[config.mk]
export PLATFORM = sky130hd
export DESIGN_NAME = demux_1to4_buf
export DESIGN_NICKNAME = d
export VERILOG_FILES = /design/src/rtl/demux_1to4_buf_pkg.sv /design/src/rtl/demux_slot.sv /design/src/rtl/demux_1to4_buf.sv
export SDC_FILE = /design/constraint.sdc
export NUM_CORES = 1
export LEC_CHECK = 0
export ABC_CLOCK_PERIOD_IN_PS = 1300
export CAP_MARGIN = 20
export CORE_MARGIN = 2
export CORE_UTILIZATION = 41
export CTS_CLUSTER_SIZE = 30
export DETAILED_ROUTE_END_ITERATION = 16
export HOLD_SLACK_MARGIN = 0.15
export PLACE_DENSITY = 0.76
export SLEW_MARGIN = 20
export SYNTH_ARGS = -nofsm -noshare
export SYNTH_HDL_FRONTEND = slang
export SYNTH_HIERARCHICAL = 1
export SYNTH_SLANG_ARGS = --single-unit
export TNS_END_PERCENT = 5
[constraint.sdc]
create_clock -name clk -period 1.3 [get_ports clk]
set_input_delay 0.195 -clock clk [delete_from_list [all_inputs] [get_ports clk]]
set_output_delay 0.195 -clock clk [all_outputs]
set_load 0.02 [all_outputs]
[src/rtl/demux_1to4_buf_pkg.sv]
// Shared constants for the 1-to-4 registered stream demultiplexer.
package demux_1to4_buf_pkg;

    localparam int unsigned DEFAULT_N = 16;
    localparam int unsigned NUM_CH    = 4;

    localparam logic [1:0] CH_A = 2'd0;
    localparam logic [1:0] CH_B = 2'd1;
    localparam logic [1:0] CH_C = 2'd2;
    localparam logic [1:0] CH_D = 2'd3;

endpackage

[src/rtl/demux_slot.sv]
// Single-entry holding slot: data register plus full flag with valid/ready drain.
module demux_slot #(
    parameter int unsigned N = 16
) (
    input  logic         clk,
    input  logic         rst_n,
    input  logic         wr_en,
    input  logic [N-1:0] wr_data,
    input  logic         rd_ready,
    output logic         valid,
    output logic [N-1:0] data
);

    logic         full_q, full_d;
    logic [N-1:0] data_q, data_d;

    // A write wins over a drain so a full slot can refill on the edge it empties.
    always_comb begin
        full_d = full_q;
        data_d = data_q;
        if (wr_en) begin
            full_d = 1'b1;
            data_d = wr_data;
        end else if (full_q && rd_ready) begin
            full_d = 1'b0;
        end
    end

    always_ff @(posedge clk or negedge rst_n) begin
        if (!rst_n) begin
            full_q <= 1'b0;
            data_q <= '0;
        end else begin
            full_q <= full_d;
            data_q <= data_d;
        end
    end

    assign valid = full_q;
    assign data  = data_q;

endmodule

[src/rtl/demux_1to4_buf.sv]
// Routes one valid/ready input stream into four independent single-entry output slots.
module demux_1to4_buf
    import demux_1to4_buf_pkg::*;
#(
    parameter int unsigned N = DEFAULT_N
) (
    input  logic         clk,
    input  logic         rst_n,
    input  logic [N-1:0] in_data,
    input  logic [1:0]   in_sel,
    input  logic         in_valid,
    output logic         in_ready,
    output logic [N-1:0] out_a,
    output logic [N-1:0] out_b,
    output logic [N-1:0] out_c,
    output logic [N-1:0] out_d,
    output logic [3:0]   out_valid,
    input  logic [3:0]   out_ready,
    output logic         busy
);

    logic [3:0]   wr_en;
    logic [N-1:0] slot_data [NUM_CH];

    // Ready depends only on the addressed slot, never on in_data.
    assign in_ready = ~out_valid[in_sel] | out_ready[in_sel];

    always_comb begin
        wr_en = '0;
        wr_en[in_sel] = in_valid & in_ready;
    end

    for (genvar k = 0; k < NUM_CH; k++) begin : g_slot
        demux_slot #(
            .N (N)
        ) u_slot (
            .clk      (clk),
            .rst_n    (rst_n),
            .wr_en    (wr_en[k]),
            .wr_data  (in_data),
            .rd_ready (out_ready[k]),
            .valid    (out_valid[k]),
            .data     (slot_data[k])
        );
    end

    assign out_a = slot_data[CH_A];
    assign out_b = slot_data[CH_B];
    assign out_c = slot_data[CH_C];
    assign out_d = slot_data[CH_D];
    assign busy  = |out_valid;

endmodule

==> flow_summary.json <==
{
  "post-route-period-util_pct": 126.4,
  "start_kind": "register",
  "rsz0062_at_grt": "yes",
  "clock.fmax_mhz": 608.7,
  "end_kind": "output pin",
  "crit_family": "simple AND/OR/NAND/NOR gates",
  "areaGrowthSynthToFinish_pct": 48.63,
  "crit_chain": "or4_1 > buf_2",
  "drtAntennaViolNets": 0,
  "syn_nets": 183,
  "grt-ovfl-total": 0,
  "worst-path-max-fanout": 4,
  "final-hold-violation-count": 0,
  "dr.pass1.iters": 2,
  "syn_area_per_cell_um2": 17.90,
  "cts_sinks": 68,
  "met1_usage_pct": 24.16,
  "totalWireLength_um": 6446,
  "io_pins": 95,
  "worst-path-buf-inv": 1,
  "r2r_end": "g_slot[0].u_slot/data[1]",
  "syn-cell-area_um2": 2828,
  "cts_inserted_buffers": 9,
  "slew_viol_final": 0,
  "min_path_type": "in2async",
  "grt_pass1_wl_um": 10060,
  "peakVddDrop_v": 0.001229,
  "violations": "negative setup slack",
  "critical_path_required_ns": 1.11,
  "hold-worst-slack_ns": 0.3994,
  "cts_buffer_depth": 2,
  "status": "finished with violations",
  "die-height_um": 87.05,
  "drcViolationCount": 0,
  "max_slew.worst_pin.slew_ns": 0.3540,
  "grt_use_met3_pct": 8.626,
  "clk_pin_slew_worst_paths_ns": 0.08,
  "diodes": 0,
  "ys_warn_count": 6,
  "num_vias": 1740,
  "std_cell_rows": 30,
  "mostFrequentLayoutCells": "dfrtp_1 (66), mux2_4 (63), dlygate4sd2_1 (54)",
  "cts_max_level": 3,
  "synth_seq_cells": 68,
  "gp_congestion": 0.7906,
  "track_usage_pct": 17.89,
  "post-place-ws_ns": -0.7050,
  "setup_viol": 67,
  "core_um2": 6719,
  "power.leakage_nw": 2.032,
  "routedWlPerCell_um": 18.16,
  "timing.rr.start": "g_slot[0].u_slot/valid",
  "slew_headroom_pct": 76.40,
  "worstSetupPathType": "reg2out",
  "hpwl_um": 4036,
  "die-area_um2": 7577,
  "reg2reg_setup_slack_ns": -0.26,
  "port_buffers": 94,
  "start_util_pct": 42.09,
  "cap_violations": 0,
  "fin_nets": 295,
  "skew_ns": 0.01076,
  "fin_setup_tns_ns": -8.518,
  "power.density_nw_per_um2": 1578,
  "final_common_cell": "dfrtp_1",
  "total_power_mw": 6.634,
  "antenna_found_initial": 0,
  "yosysUniqueCellTypes": 13,
  "timing.critical_path.from": "g_slot[0].u_slot/valid",
  "avgViaCountPerCell": 4.901,
  "dieWidth_um": 87.05,
  "busiest_layer": "met2",
  "first_global_vias": 1831,
  "grt_max_degree": 69,
  "drive_above_1_share_pct": 40.00,
  "synthCells": 158,
  "min_period_ns": 1.643,
  "setup_slack_ns": -0.3428,
  "worst_r2r_path_depth": 6,
  "ctsRootBufferMaster": "clkbuf_8",
  "synth_seq_area_share_pct": 60.18,
  "slowest_stage": "or4_1",
  "drtIter0Drc": 50,
  "grtUsageMet2_pct": 25.47,
  "crit_arrival_ns": 1.45,
  "cts_tree": "yes",
  "clock_latency_ns": 0.34,
  "cp_slowest_stage_delay_ns": 0.51
}
layout make-up:
type,count,area (um2)
timing repair buffer,109,1077
fill,528,2516
clock buffer,12,145.1
sequential,68,1704
multi-input combinational,78,1112
inverter,4,15.01
tap,80,100.1
clock inverter,4,48.80
flip-flops by register name, summed over array words and instances, names as in the netlist:
| name | flops |
|---|---|
| g_slot.u_slot/data | 64 |
| g_slot.u_slot/valid | 4 |
synth_stat cells, drive strengths merged:
| cell type | number | area, um2 |
|---|---|---|
| a21o | 4 | 35.03 |
| and4 | 1 | 10.01 |
| and4b | 2 | 20.02 |
| buf | 8 | 125.1 |
| dfrtp | 68 | 1702 |
| inv | 4 | 15.01 |
| mux2 | 64 | 855.8 |
| mux4 | 1 | 22.52 |
| nand2b | 4 | 25.02 |
| nor4bb | 1 | 10.01 |
| or4 | 1 | 7.510 |
routing by layer:
layer  routed length, um  vias to the layer above
met4                  82                        0
met3                 580                        9
met5                   0                        -
met2                2779                       75
met1                3002                      874
li1                    -                      782
cell families after synthesis:
| group | synth area share, % |
|---|---|
| simple gates | 2.566 |
| flops | 60.18 |
| mux | 31.06 |
| compound gates | 1.239 |
| buf+inv | 4.956 |
report_power, final:
| group | internal (mW) | total [mW] | switching (mW) |
|---|---|---|---|
| Combinational | 1.12 | 2.14 | 1.02 |
| Clock | 0.937 | 1.71 | 0.777 |
| Sequential | 2.55 | 2.78 | 0.235 |
worst max-delay path by stage:
stage	depth (start not counted)	slack [ns]	to
floorplan	5	-0.15	g_slot[0].u_slot/data[10]
global placement	4	-0.67	in_ready
detailed placement	4	-0.71	in_ready
CTS	3	-0.34	in_ready
global route	3	-0.39	in_ready
finish	2	-0.34	busy
timing repair:
action                                  CTS  global route
hold buffers                              1             0
resized for setup                       100            32
endpoints found under the setup margin  135            80
buffers inserted                          0             1
endpoints found under the hold margin    68             0
pin swaps                                 2             2
gates cloned                              0             2
metrics by stage:
| stage | instances | area, um2 | util (%) |
|---|---|---|---|
| 2_1_floorplan | 158 | 2845 | - |
| 3_3_place_gp | 335 | 3914 | 58.25 |
| 3_5_place_dp | 335 | 3914 | 58.25 |
| 4_1_cts | 352 | 4076 | 60.67 |
| 5_1_grt | 355 | 4203 | 62.55 |
| 6_report | 355 | 4203 | 62.55 |
worst register-to-register path: stages (launching register included):
cell       delay (ns)
dfrtp_2          0.44
nand2b_4         0.08
buf_6            0.09
nor4bb_4         0.20
buf_6            0.18
clkbuf_16        0.17
mux2_4           0.30
No activity file was read; power rests on OpenSTA's default activity.
